--- src/rtl/spi_arb_pkg.sv ---
// Shared types for the SPI bus arbiter: FSM state encoding and index-width helper.
package spi_arb_pkg;

  typedef enum logic [1:0] {
    IDLE  = 2'd0,
    GRANT = 2'd1,
    GUARD = 2'd2
  } arb_state_t;

  // Width of an index into n requesters, never less than one bit.
  function automatic int idx_w(input int n);
    return (n > 1) ? $clog2(n) : 1;
  endfunction

endpackage

--- src/rtl/rr_pick.sv ---
// Combinational round-robin picker: first set req bit scanning upward from last+1, wrapping.
// Zero latency; valid is low when no request is set.
module rr_pick
  import spi_arb_pkg::*;
#(
  parameter int NUM_REQ = 3,
  parameter int IW      = idx_w(NUM_REQ)
) (
  input  logic [NUM_REQ-1:0] req,
  input  logic [IW-1:0]      last,
  output logic               valid,
  output logic [IW-1:0]      idx
);

  int cand;

  // Scan from farthest to nearest so the nearest set bit after last wins.
  always_comb begin
    valid = 1'b0;
    idx   = '0;
    cand  = 0;
    for (int i = NUM_REQ; i >= 1; i--) begin
      cand = (int'(last) + i) % NUM_REQ;
      if (req[cand]) begin
        valid = 1'b1;
        idx   = IW'(cand);
      end
    end
  end

endmodule

--- src/rtl/spi_bus_arbiter.sv ---
// Round-robin owner of one shared SPI bus; owner's clk/mosi/ncs reach the pins one cycle late.
// Grant is held until the owner drops req, then a guard gap with all selects high precedes the next grant.
module spi_bus_arbiter
  import spi_arb_pkg::*;
#(
  parameter int   NUM_REQ      = 3,
  parameter int   GUARD_CYCLES = 4,
  parameter logic IDLE_CLK     = 1'b0
) (
  input  logic                        clk,
  input  logic                        nrst,
  input  logic [NUM_REQ-1:0]          req,
  output logic [NUM_REQ-1:0]          gnt,
  input  logic [NUM_REQ-1:0]          req_spi_clk,
  input  logic [NUM_REQ-1:0]          req_spi_mosi,
  input  logic [NUM_REQ-1:0]          req_spi_ncs,
  output logic [NUM_REQ-1:0]          req_spi_miso,
  output logic                        spi_clk,
  output logic                        spi_mosi,
  input  logic                        spi_miso,
  output logic [NUM_REQ-1:0]          dev_ncs,
  output logic [idx_w(NUM_REQ)-1:0]   owner,
  output logic                        busy
);

  localparam int IW = idx_w(NUM_REQ);
  localparam int CW = (GUARD_CYCLES > 1) ? $clog2(GUARD_CYCLES) : 1;

  arb_state_t           state, state_nxt;
  logic [IW-1:0]        owner_nxt;
  logic [NUM_REQ-1:0]   gnt_nxt, ncs_nxt;
  logic [CW-1:0]        cnt, cnt_nxt;
  logic                 clk_nxt, mosi_nxt;
  logic                 pick_vld;
  logic [IW-1:0]        pick_idx;

  rr_pick #(.NUM_REQ(NUM_REQ), .IW(IW)) u_pick (
    .req   (req),
    .last  (owner),
    .valid (pick_vld),
    .idx   (pick_idx)
  );

  always_ff @(posedge clk or negedge nrst) begin
    if (!nrst) begin
      state    <= IDLE;
      owner    <= IW'(NUM_REQ - 1);
      gnt      <= '0;
      cnt      <= '0;
      spi_clk  <= IDLE_CLK;
      spi_mosi <= 1'b0;
      dev_ncs  <= '1;
    end else begin
      state    <= state_nxt;
      owner    <= owner_nxt;
      gnt      <= gnt_nxt;
      cnt      <= cnt_nxt;
      spi_clk  <= clk_nxt;
      spi_mosi <= mosi_nxt;
      dev_ncs  <= ncs_nxt;
    end
  end

  // Pins fall back to idle levels in every cycle that is not an active GRANT.
  always_comb begin
    state_nxt = state;
    owner_nxt = owner;
    gnt_nxt   = gnt;
    cnt_nxt   = cnt;
    clk_nxt   = IDLE_CLK;
    mosi_nxt  = 1'b0;
    ncs_nxt   = '1;
    case (state)
      IDLE: begin
        if (pick_vld) begin
          state_nxt          = GRANT;
          owner_nxt          = pick_idx;
          gnt_nxt            = '0;
          gnt_nxt[pick_idx]  = 1'b1;
        end
      end
      GRANT: begin
        if (!req[owner]) begin
          state_nxt = GUARD;
          gnt_nxt   = '0;
          cnt_nxt   = CW'(GUARD_CYCLES - 1);
        end else begin
          clk_nxt          = req_spi_clk[owner];
          mosi_nxt         = req_spi_mosi[owner];
          ncs_nxt[owner]   = req_spi_ncs[owner];
        end
      end
      GUARD: begin
        if (cnt == '0) state_nxt = IDLE;
        else           cnt_nxt   = cnt - CW'(1);
      end
      default: state_nxt = IDLE;
    endcase
  end

  // gnt is one-hot only during GRANT, so it doubles as the MISO steering mask.
  assign req_spi_miso = gnt & {NUM_REQ{spi_miso}};
  assign busy         = (state != IDLE);

endmodule

--- config.mk ---
export PLATFORM = sky130hd
export DESIGN_NAME = spi_bus_arbiter
export DESIGN_NICKNAME = d
export VERILOG_FILES = /design/src/rtl/spi_arb_pkg.sv /design/src/rtl/rr_pick.sv /design/src/rtl/spi_bus_arbiter.sv
export SDC_FILE = /design/constraint.sdc
export NUM_CORES = 1
export LEC_CHECK = 0
export BUFFER_PORTS_ARGS = -buffer_cell sky130_fd_sc_hd__buf_2
export CAP_MARGIN = 20
export CORE_MARGIN = 2
export CORE_UTILIZATION = 49
export DETAILED_ROUTE_END_ITERATION = 8
export PLACE_DENSITY = 0.74
export SKIP_CTS_REPAIR_TIMING = 1
export SYNTH_ARGS = -nofsm -noshare
export SYNTH_HDL_FRONTEND = slang
export SYNTH_SLANG_ARGS = --single-unit
--- constraint.sdc ---
create_clock -name clk -period 2.9 [get_ports clk]
set_input_delay 0.29 -clock clk [delete_from_list [all_inputs] [get_ports clk]]
set_output_delay 0.29 -clock clk [all_outputs]
set_load 0.1 [all_outputs]
* After elaboration in Yosys (flattened, before gate mapping)
Index checks and enable logic that the tools add are counted.
Word-level totals: word-level logic and storage cells 84, input port bits 15, register bits after elaboration 14, output and inout bits 14
Cells by class: bitwise logic cells 3, eq/ne operators 6, multiplexer cells 43, add/subtract/negate cells 4, $lt $le $gt $ge 7, divide/modulo/power cells 3, reduce and logical (&&, ||, !) cells 11
Operator list (number):
- $lt A32 B4 Y1 const B | 3
- $mod A32 B3 Y32 const B | 3
- $mux W1 | 19
- $mux W2 | 8
- $bmux W1 S2 | 7
- $mux W3 | 4
- $reduce_and A3 Y1 | 3
- $ne A2 B2 Y1 const B | 4
- $add A2 B2 Y3 const B | 2
- $lt A2 B3 Y1 const B | 2
- $pmux W2 S3 | 1
- $pmux W3 S2 | 1
- $reduce_bool A2 Y1 | 3
- $demux W1 S2 | 2
- $ge A2 B1 Y1 const B | 2
- $logic_not A2 Y1 | 2
- $pmux W2 S2 | 1
- $add A2 B1 Y3 const B | 1
- $and A3 B3 Y3 | 1
- $not A3 Y3 | 1
- $or A3 B3 Y3 | 1
- $eq A2 B1 Y1 const B | 1
- $eq A2 B2 Y1 const B | 1
- $logic_and A1 B1 Y1 | 2
- other kinds (2) | 2

* Logic depth before layout (Yosys ltp)
depth in word-level cells 14, mapped depth 9

* Modules after synthesis
From an unflattened synthesis, not the netlist that was laid out.
Unflattened totals: cell total of the unflattened synthesis 107, area total of the unflattened synthesis 968.4 um2
Modules (own cells, without submodules):
- spi_bus_arbiter | instances 1, cells an instance 71, area an instance 723.2 um2, sequential area each 355.3 um2
- rr_pick | instances 1, cells an instance 36, area an instance 245.2 um2, sequential area each 0.0 um2

* Worst setup path after synthesis
Ideal clock, no wire load.
path kind flip-flop to flip-flop, start point reg owner[0], end point reg gnt[2], arrival time 2893 ps, buffers on the path 2, data required time 2780 ps, slack -113 ps, cell stages (with the launch flop) 10, cells stage by stage dfrtp_1 > buf_2 > inv_1 > ha_1 > buf_6 > and3_4 > a211o_1 > o31ai_4 > nor2_1 > a31o_1
On the way: word-level cells in the longest chain between the ends 14, elaborated cells between the ends (all ways) 33, those cells by class add/sub: 3; div: 3; order compare: 2; eq/ne: 2; mux: 21; reduce/logical: 2
Ends and longest elaborated chain:
- start: declaration | line spi_bus_arbiter.sv:22 | output logic [idx_w(NUM_REQ)-1:0] owner,
- start signal: assignment | line spi_bus_arbiter.sv:47 | owner <= IW'(NUM_REQ - 1);
- start signal: assignment | line spi_bus_arbiter.sv:55 | owner <= owner_nxt;
- $add A2 B2 Y3 | line rr_pick.sv:23 | cand = (int'(last) + i) % NUM_REQ;
- $mod A32 B3 Y32 | line rr_pick.sv:23
- $bmux W1 S2 | line rr_pick.sv:24 | if (req[cand]) begin
- $mux W1 (implied by the code) (2 in series) | line rr_pick.sv:24
- $mux W2 (3 in series) | line rr_pick.sv:24
- $lt A2 B3 Y1 (implied by the code) or $ge A2 B1 Y1 (tied branches) | line spi_bus_arbiter.sv:79 | gnt_nxt[pick_idx] = 1'b1;
- $logic_and A1 B1 Y1 (implied by the code) | line spi_bus_arbiter.sv:79
- $mux W1 (implied by the code) | line spi_bus_arbiter.sv:79
- $demux W1 S2 | line spi_bus_arbiter.sv:79
- $mux W3 | line spi_bus_arbiter.sv:75 | if (pick_vld) begin
- $pmux W3 S2 | line spi_bus_arbiter.sv:73 | case (state)
- end signal: assignment | line spi_bus_arbiter.sv:56 | gnt <= gnt_nxt;
- end: declaration | line spi_bus_arbiter.sv:13 | output logic [NUM_REQ-1:0] gnt,
Parallel ways exist; a longest one is shown, timed or not. The select of a mux whose other input is x is not followed. A chain may end at the register's enable or synchronous reset.

* Final worst setup path
start point reg owner[1], end point reg gnt[2]
The elaborated chain is that of the path after synthesis.

==> impl_metrics.ini <==
[cts]
root_buffer = clkbuf_4
insertion_delay_ps = 290
cts_made_buffers = 3
clockBufferDepth = 2
cts_tree = yes
htree_levels = 1
clk_pin_slew_ps = 90
cts_sinks = 14

[die]
die_h_um = 46.88
ios = 29
floorplan.initialDensity = 0.5217
rows = 15
dieArea_mm2 = 0.002197
core_mm2 = 0.001727
die_w_um = 46.88

[hold_path]
min_to = spi_mosi$_DFF_PN0_
holdCritPathClass = primary input to flip-flop
hold_path.startpoint = req_spi_mosi[2]
worstHoldPathCells = 3

[timing]
rsz0062_at_grt = no
fin_crit_sh = 0.8691
setup-violations-final = 0
hold_viol = 0
setup_tns_ps = 0
timing.hold.ws_ps = 243.5
timing.slew.headroom = 0.6746
worstMarginPinSlew_ps = 491.5
skew_ps = 4.853
max_freq_mhz = 396.8
finalMaxSlewViolations = 0
fin_crit_ps = 2520

[critical_path]
path_cells = inv_1 > ha_1 > and3_4 > a211o_1 > o31ai_4 > nor2_1 > a31o_1
crit_required_ps = 3080
reg2reg_from = owner[1]$_DFFE_PN1P_
crit_family = compound AO/OA/AOI/OAI gates
start_kind = flip-flop
slowest_stage = dfstp_2
cp-startpoint = owner[1]$_DFFE_PN1P_
cp_data_arrival_time_ps = 2700
slowest_delay_ps = 610
rrSetupSlack_ps = 380
path_buf_inv = 1
reg2reg_to = gnt[2]$_DFFE_PN0P_
endpoint_kind = flip-flop
crit_type = flip-flop to flip-flop
path_max_fanout = 9
worstRegToRegCells = 7

[synthesis]
syn-cell-area_um2 = 900.9
synth_edf_count = 0
postSynth.asyncResetShare = 1.000
synthFlopType = dfrtp_1
synth.avg_cell_area_um2 = 9.900
ys_warn_count = 0
ys_types = 34
ys_seq_elements = 14
synth_nets = 112
ys_seq_area_frac = 0.3944
synthCells = 91

[global_routing]
grt_pass1_vias = 698
overflow = 0
grt_pass1_wl_mm = 3.015
antenna_found_initial = 0
grt.total_usage = 0.1967
grt_max_degree = 15

[job]
cap_violations = 0

[finish]
drive_gt1_frac = 0.3689
antennaDiodeCount = 0
area_growth_pct = 22.50
layout.nets = 144
seqCellArea_um2 = 356.6
fin_area_mm2 = 0.001104
multiInputGateArea_um2 = 510.5
fin_cells = 147
fillers = 161

[route]
drtPass1Iterations = 4
drc_errors = 0
final_antenna_net_count = 0
vias = 770
wl_mm = 1.906
routedWlPerCell_um = 12.97
drt_iter0_drc = 9
via_per_inst = 5.238

[run_status]
status = complete, no violations

[placed_design]
dp_cells = 142
port_buffers = 28
gp_congestion = 0.7643
dp_hpwl_mm = 1.379
placed_area_mm2 = 0.001057
[layer usage]
layer,track usage,part of all wire,up-vias
li1,-,-,388
met1,0.2637,0.45,353
met2,0.3151,0.48,25
met3,0.04231,0.059,4
met4,0.06667,0.017,0
met5,0,0,-
[state kept, by name, summed over array words and instances (netlist names)]
| name | flops |
|---|---|
| cnt | 2 |
| spi_clk | 1 |
| state | 2 |
| owner | 2 |
| spi_mosi | 1 |
| dev_ncs | 3 |
| gnt | 3 |
[worst register-to-register path, delay by kind of cell (launching register included)]
family | cells | cell delay [ps]
and+or+nand+nor | 2 | 350
adders and majority gates | 1 | 410
AOI/OAI and AO/OA | 3 | 930
buffers and inverters | 1 | 110
DFF | 1 | 610
[synthesized netlist by cell type, types with 3 or more instances]
| cell | n | area share |
|---|---|---|
| ha_1 | 6 | 0.083 |
| dfstp_2 | 4 | 0.12 |
| inv_1 | 5 | 0.021 |
| and2_1 | 3 | 0.021 |
| nand2_1 | 10 | 0.042 |
| o21ai_0 | 5 | 0.028 |
| dfrtp_1 | 10 | 0.28 |
| nor2_1 | 9 | 0.037 |
| a21oi_1 | 3 | 0.017 |
| mux2i_1 | 6 | 0.067 |
[how the worst max path moves through the flow]
stage	endpoint	depth (start not counted)
floorplan	gnt[2]$_DFFE_PN0P_	8
global placement	gnt[2]$_DFFE_PN0P_	7
detailed placement	gnt[2]$_DFFE_PN0P_	7
CTS	gnt[2]$_DFFE_PN0P_	7
global route	gnt[2]$_DFFE_PN0P_	7
finish	gnt[2]$_DFFE_PN0P_	7
[final cells by class]
| type | instances | area share |
|---|---|---|
| sequential | 14 | 0.3231 |
| timing repair buffer | 29 | 0.1361 |
| clock buffer | 4 | 0.03288 |
| multi-input combinational | 70 | 0.4626 |
| inverter | 5 | 0.01701 |
| tap | 25 | 0.02834 |
[kinds of logic (layout without fill, tap and decap cells)]
kind of cell | count (synthesis) | in the layout | share of synthesized area
AO/OA/AOI/OAI | 25 | 25 | 0.2236
AND/OR/NAND/NOR | 32 | 32 | 0.1806
flip-flops | 14 | 14 | 0.3944
buffers and inverters | 7 | 38 | 0.03888
adder cells (fa/ha/maj) | 6 | 6 | 0.08333
multiplexers | 7 | 7 | 0.07917
[through the flow]
stage	utilization	setup WS [ps]
3_3_place_gp	0.6123	488.7
2_1_floorplan	-	146.7
5_1_grt	0.6391	233.8
6_report	0.6391	379.7
3_5_place_dp	0.6123	419.0
4_1_cts	0.6333	389.6
[layout by cell type, fill, tap and decap left out, drive strengths merged, types with 3 or more instances in the layout]
cell / n
and2: 3
buf: 28
nand2: 10
ha: 6
a21oi: 3
mux2i: 6
dfrtp: 10
nor2: 9
dfstp: 4
o21ai: 5
clkbuf: 4
inv: 5
Power is left out: the tool's default activity adds up to more than one toggle a clock period on the data nets, which glitch-free logic cannot reach.
